**config.mk**
```make
export PLATFORM = sky130hd
export DESIGN_NAME = hash_verifier_flat
export DESIGN_NICKNAME = d
export VERILOG_FILES = /design/src/rtl/hash_verifier_if.sv /design/src/rtl/hash_verifier.sv /design/src/flat_wrapper.sv
export SDC_FILE = /design/constraint.sdc
export NUM_CORES = 1
export LEC_CHECK = 0
export ABC_AREA = 1
export CORE_ASPECT_RATIO = 0.7
export CORE_UTILIZATION = 50
export DETAILED_ROUTE_END_ITERATION = 16
export DONT_BUFFER_PORTS = 1
export PLACE_DENSITY = 0.71
export SYNTH_ARGS = -nofsm -noshare
export SYNTH_HDL_FRONTEND = slang
export SYNTH_SLANG_ARGS = --single-unit
```
**constraint.sdc**
```tcl
create_clock -name clk -period 2.3 [get_ports clk]
set_input_delay 0.345 -clock clk [delete_from_list [all_inputs] [get_ports clk]]
set_output_delay 0.345 -clock clk [all_outputs]
set_load 0.05 [all_outputs]
```
**src/rtl/hash_verifier_if.sv**
```systemverilog
// hash_verifier_if: request and result valid/ready channels of the digest checker
//   master: requester side (drives in_*, res_ready)
//   slave : checker side (drives in_ready, res_*)
interface hash_verifier_if;
    logic        in_valid;
    logic        in_ready;
    logic [31:0] in_m;
    logic [31:0] in_iv;
    logic [31:0] in_exp;
    logic        res_valid;
    logic        res_ready;
    logic [31:0] res_digest;
    logic        res_match;
    modport master (
        output in_valid, in_m, in_iv, in_exp, res_ready,
        input  in_ready, res_valid, res_digest, res_match
    );
    modport slave (
        input  in_valid, in_m, in_iv, in_exp, res_ready,
        output in_ready, res_valid, res_digest, res_match
    );
endinterface

```
**src/rtl/hash_verifier.sv**
```systemverilog
// hash_verifier: recomputes a 4-byte iterative digest, one round per clock, and flags mismatches
//   clk       : rising-edge clock
//   rst_n     : asynchronous active-low reset
//   bus       : request (in_*) and result (res_*) valid/ready channels
//   busy      : high while computing or holding a result
//   clr_count : synchronous clear of err_count (wins over an increment)
//   err_count : saturating count of mismatching results consumed
module hash_verifier #(
    parameter int ROUNDS = 24,
    parameter int CNT_W  = 16
) (
    input  logic             clk,
    input  logic             rst_n,
    hash_verifier_if.slave   bus,
    output logic             busy,
    input  logic             clr_count,
    output logic [CNT_W-1:0] err_count
);
    typedef enum logic [1:0] {IDLE, ROUND, RESULT} state_t;
    state_t           state_q, state_d;
    logic [31:0]      h_q, h_d, iv_q, iv_d, exp_q, exp_d, dig_q, dig_d;
    logic             match_q, match_d;
    logic [7:0]       rnd_q, rnd_d;
    logic [CNT_W-1:0] cnt_q, cnt_d;
    logic [31:0]      h_new, dig_new;
    // The add is done at 9 bits so it never wraps; s < 2*0xFD, so one subtraction reduces mod 0xFD.
    for (genvar g = 0; g < 4; g++) begin : g_byte
        logic [8:0] s;
        assign s = {1'b0, h_q[8*g +: 8] ^ iv_q[8*g +: 8]} + 9'h085;
        assign h_new[8*g +: 8] = (s >= 9'h0FD) ? 8'(s - 9'h0FD) : s[7:0];
        assign dig_new[8*g +: 8] = h_new[8*(3-g) +: 8] ^ iv_q[8*g +: 8];
    end
    always_comb begin
        state_d = state_q;
        h_d     = h_q;
        iv_d    = iv_q;
        exp_d   = exp_q;
        dig_d   = dig_q;
        match_d = match_q;
        rnd_d   = rnd_q;
        cnt_d   = cnt_q;
        case (state_q)
            IDLE: if (bus.in_valid) begin
                iv_d    = bus.in_iv;
                exp_d   = bus.in_exp;
                h_d     = bus.in_m ^ bus.in_iv;
                rnd_d   = 8'd0;
                state_d = ROUND;
            end
            ROUND: begin
                h_d   = h_new;
                rnd_d = rnd_q + 8'd1;
                if (rnd_q == 8'(ROUNDS - 1)) begin
                    state_d = RESULT;
                    dig_d   = dig_new;
                    match_d = dig_new == exp_q;
                end
            end
            RESULT: if (bus.res_ready) begin
                state_d = IDLE;
                cnt_d   = (!match_q && cnt_q != '1) ? cnt_q + 1'b1 : cnt_q;
            end
            default: state_d = IDLE;
        endcase
        if (clr_count) cnt_d = '0;
    end
    always_ff @(posedge clk or negedge rst_n) begin
        if (!rst_n) begin
            state_q <= IDLE;
            h_q     <= '0;
            iv_q    <= '0;
            exp_q   <= '0;
            dig_q   <= '0;
            match_q <= 1'b0;
            rnd_q   <= '0;
            cnt_q   <= '0;
        end else begin
            state_q <= state_d;
            h_q     <= h_d;
            iv_q    <= iv_d;
            exp_q   <= exp_d;
            dig_q   <= dig_d;
            match_q <= match_d;
            rnd_q   <= rnd_d;
            cnt_q   <= cnt_d;
        end
    end
    assign bus.in_ready   = state_q == IDLE;
    assign bus.res_valid  = state_q == RESULT;
    assign bus.res_digest = dig_q;
    assign bus.res_match  = match_q;
    assign busy           = state_q != IDLE;
    assign err_count      = cnt_q;
endmodule

```
**src/flat_wrapper.sv**
```systemverilog
// flat-port wrapper written by rule: the top's interface ports become plain ports
module hash_verifier_flat 
#(
    parameter int ROUNDS = 24,
    parameter int CNT_W  = 16
)
  (clk, rst_n, busy, clr_count, err_count, bus_in_valid, bus_in_m, bus_in_iv, bus_in_exp, bus_res_ready, bus_in_ready, bus_res_valid, bus_res_digest, bus_res_match);
  hash_verifier_if bus_i ();
  input  logic clk;
  input  logic rst_n;
  output logic busy;
  input  logic clr_count;
  output logic [CNT_W-1:0] err_count;
  input wire logic [$bits(bus_i.in_valid)-1:0] bus_in_valid;
  input wire logic [$bits(bus_i.in_m)-1:0] bus_in_m;
  input wire logic [$bits(bus_i.in_iv)-1:0] bus_in_iv;
  input wire logic [$bits(bus_i.in_exp)-1:0] bus_in_exp;
  input wire logic [$bits(bus_i.res_ready)-1:0] bus_res_ready;
  output wire logic [$bits(bus_i.in_ready)-1:0] bus_in_ready;
  output wire logic [$bits(bus_i.res_valid)-1:0] bus_res_valid;
  output wire logic [$bits(bus_i.res_digest)-1:0] bus_res_digest;
  output wire logic [$bits(bus_i.res_match)-1:0] bus_res_match;
  assign bus_i.in_valid = bus_in_valid;
  assign bus_i.in_m = bus_in_m;
  assign bus_i.in_iv = bus_in_iv;
  assign bus_i.in_exp = bus_in_exp;
  assign bus_i.res_ready = bus_res_ready;
  assign bus_in_ready = bus_i.in_ready;
  assign bus_res_valid = bus_i.res_valid;
  assign bus_res_digest = bus_i.res_digest;
  assign bus_res_match = bus_i.res_match;
  hash_verifier #(.ROUNDS(ROUNDS), .CNT_W(CNT_W)) u_core (.clk(clk), .rst_n(rst_n), .bus(bus_i), .busy(busy), .clr_count(clr_count), .err_count(err_count));
endmodule
```
==> parameters.txt <==
Parameter                              Value

Run status
  Status ... finished, violations left
  Violations in the final reports ... negative hold slack, negative setup slack

Cells and area
  Layout overhead on the synthesized area ... 56.9%
  Net count of the finished layout ... 1809
  Share of layout cells above drive strength 1 ... 44.5%
  Ant. Diodes ... 0

STA
  Hold Fails Final Rpt ... 155
  Top achievable clock speed ... 319 MHz
  Worst Tran Pin Value ... 0.902 ns
  Shortest clock period the worst path allows after layout ... 3.13 ns
  Setup clock skew after layout ... 0.0222 ns
  Worst slew slack as a fraction of its limit ... 39.8%
  Worst hold slack ... -0.410 ns
  Final number of setup-violating endpoints ... 59
  Final setup slack of the worst path ... -0.834 ns
  Unrepaired setup endpoints after global routing ... true
  Count of final max-slew check failures ... 0
  Ratio of final minimum period to clock period ... 136%

Worst hold path
  Hold Crit Class ... in -> async

CTS
  Clock sink count ... 155
  TritonCTS clock tree ... built
  Clock tree root driver cell ... clkbuf_16
  H-tree depth reported by CTS ... 4
  Max Root-Sink Buffers ... 2
  Hold buffers post-CTS ... 1
  Clock Latency Late Sink ... 0.46 ns
  Reg clk slew, reported paths ... 0.08 ns
  CTS Buf Count ... 17

Worst setup path
  Slowest-stage cell, CP ... dfrtp_1
  Launching instance or port of the critical path ... u_core.h_q[25]
  Worst Setup Start Kind ... register
  CP Data Required Time ... 2.68 ns
  Startpoint-to-endpoint class of the critical path ... reg -> reg
  Cells traversed along the worst timing path ... inv_2, nand2_1, nand2_2, buf_4, nand2_1, nand2_2, nand2_1, nand2_2, nand3_4, nor2_4, nand3_4, nand2_8, buf_6, nand2_4, nand2_4, nand2_4, nand3_1, nand2_1, nor2_1, nand3_1, nor2_1, nand3_1, nand2_1
  Cell with the most instances on the worst path ... nand2_1
  Startpoint of the worst register-to-register path ... u_core.h_q[25]
  Worst Setup End Kind ... register
  Capture point of the worst path ... u_core.bus.res_match
  FF-to-FF setup slack ... -0.83 ns
  WP data arrival ... 3.52 ns
  Largest fanout on the critical path ... 8
  Slowest cell delay on critical path ... 0.42 ns
  Worst path buffer plus inverter count ... 3
  Cell depth of the worst setup path ... 23
  Family with the most delay on the worst path ... simple AND/OR/NAND/NOR gates
  Worst R2R End ... u_core.bus.res_match
  Worst r2r path cells ... 23

Job
  Max-cap violations ... 0

Yosys
  Number of synthesis warnings ... 0
  Synthesized cell area ... 9670 um^2
  Synthesized-area fraction occupied by ao, oa, aoi and oai cells ... 10.1%
  Simple-gate portion of the synthesized area ... 33.5%
  Sequential-to-total area share from yosys stat ... 40.1%
  Net count after synthesis ... 1482
  Mean cell area of the mapped netlist ... 7.09 um^2
  Asr flop ratio synth ... 100%
  Synthesis-stage register bit count ... 155
  Primary FF master, synth ... dfrtp_1
  Mux contribution to synthesized area ... 0.116%
  Synthesized instance count ... 1363
  EDFF count, synth ... 0
  Xor and xnor area share after synthesis ... 5.31%
  Dominant combinational cell family by area after synthesis ... simple AND/OR/NAND/NOR gates
  Library cells used by synthesis ... 41
  Post-synthesis adder-cell area fraction ... 2.33%

Global routing
  Vias in the first global route ... 9790
  Total global routing overflow ... 0
  Pin count of the biggest net entering global routing ... 156
  Total global routing track utilization ... 33.8%
  Initial antenna violation count ... 0
  Wire length of the first global-routing pass ... 51.7 mm

Placement
  Detailed placement HPWL ... 23.4 mm
  Number of buffers inserted by port buffering ... 0
  Global placer's final weighted congestion ... 0.934

Floorplan
  Die Footprint ... 19900 um^2
  Die Span X ... 168 um
  Starting Density ... 51.1%
  Floorplan row count ... 42
  Height of the die ... 118 um
  Top-level port count ... 153
  Core Box Area ... 18900 um^2

Routing
  Average detailed-routed wire length per instance ... 21.8 um
  Remaining DRCs ... 0
  Pre-Repair DR Iteration Count ... 6
  1st-iter DRT viols ... 1584
  Wire length after detailed routing ... 42.3 mm
  Via Count ... 11.8k
  Remaining antenna violation count after routing ... 0
  Avg Vias per Cell ... 6.09
## cell usage in the layout (no fill, tap or decap), types with 7 or more instances in the layout
master	n
a21oi_1	7
a31oi_1	9
a31oi_4	8
buf_4	278
buf_6	60
clkbuf_16	17
dfrtp_1	151
ha_1	9
inv_1	145
inv_2	27
nand2_1	314
nand2_2	102
nand2_4	69
nand3_1	79
nand3_2	54
nand3_4	23
nand3b_1	7
nand4_1	11
nor2_1	42
nor2_2	17
nor2_4	14
o21ai_0	88
o21ai_1	7
o221ai_1	10
o221ai_2	15
xnor2_1	34
xor2_1	15
## per-stage QoR
step	util [%]	worst slack (ns)	area (um^2)	TNS (ns)	cells
after global routing	80.2	-0.986	15200	-17.60	1945
after global placement	62.8	-0.612	11900	-3.53	1837
after detailed placement	62.8	-0.654	11900	-5.61	1837
after floorplan	-	-0.0842	9710	-0.150	1363
final	80.2	-0.834	15200	-10.20	1945
after CTS	70.8	-0.354	13400	-1.14	1912
## timing repair
item,in CTS,in global routing
pin swaps,47,115
setup endpoints to repair,49,75
setup buffers,42,44
cloned,1,0
gates resized for setup,151,374
hold endpoints to repair,160,155
## sequential cells by signal, summed over array words and instances, names as in the netlist
name / count
u_core.bus.res_digest: 32
u_core.bus.res_match: 1
u_core.err_count: 16
u_core.exp_q: 32
u_core.h_q: 32
u_core.iv_q: 32
u_core.rnd_q: 8
u_core.state_q: 2
## cell type report
type | count | area [um^2]
clock buffers | 19 | 443
inverters | 179 | 688
repair buffers | 342 | 2830
clock inverters | 13 | 154
fillers | 1067 | 3750
flip-flops and latches | 155 | 3880
multi-input cells | 995 | 6860
well taps | 242 | 303
## kinds of logic after synthesis
logic type | count (synthesis)
AO/OA/AOI/OAI | 165
XOR/XNOR | 56
adder cells (fa/ha/maj) | 18
buffers and inverters | 214
flip-flops | 155
multiplexers | 1
AND/OR/NAND/NOR | 754
## cell usage after synthesis, types with 3 or more instances
cell      count  area, um^2
a21oi_1      13        65.1
a31oi_1      17         106
clkbuf_1     31         116
dfrtp_1     155        3880
ha_1         18         225
inv_1       166         623
inv_2        12        45.0
nand2_1     471        1770
nand2_2       9        56.3
nand2_4       7        78.8
nand3_1     153         766
nand3b_1      7        52.6
nand4_1      11        68.8
nor2_1       68         255
nor2_2        4        25.0
nor3_1       13        65.1
nor4_1        4        25.0
o211ai_1      3        22.5
o21ai_0      99         495
o221ai_1     25         219
xnor2_1      34         298
xor2_1       19         166
xor2_2        3        48.8
## how the worst min path moves through the flow
stage / startpoint / end / cells past startpoint
2_1_floorplan: rst_n / u_core.bus.res_digest[0] / 0
3_3_place_gp: rst_n / u_core.exp_q[21] / 0
3_5_place_dp: rst_n / u_core.iv_q[21] / 0
4_1_cts: rst_n / u_core.err_count[1] / 0
5_1_grt: rst_n / u_core.bus.res_digest[21] / 0
6_report: rst_n / u_core.bus.res_digest[21] / 0
## routing by layer
metal  vias up  global-route usage [%]  wire [um]  part of all wire (%)
li1       5052                       -          -                     -
met1      5587                    51.3      16100                    38
met2       934                    47.4      18300                    43
met3       272                    8.54       5690                    13
met4         0                    9.15       2230                   5.3
met5         -                       0          0                     0
Power is left out: the tool's default activity adds up to more than one toggle a clock period on the data nets, which glitch-free logic cannot reach.
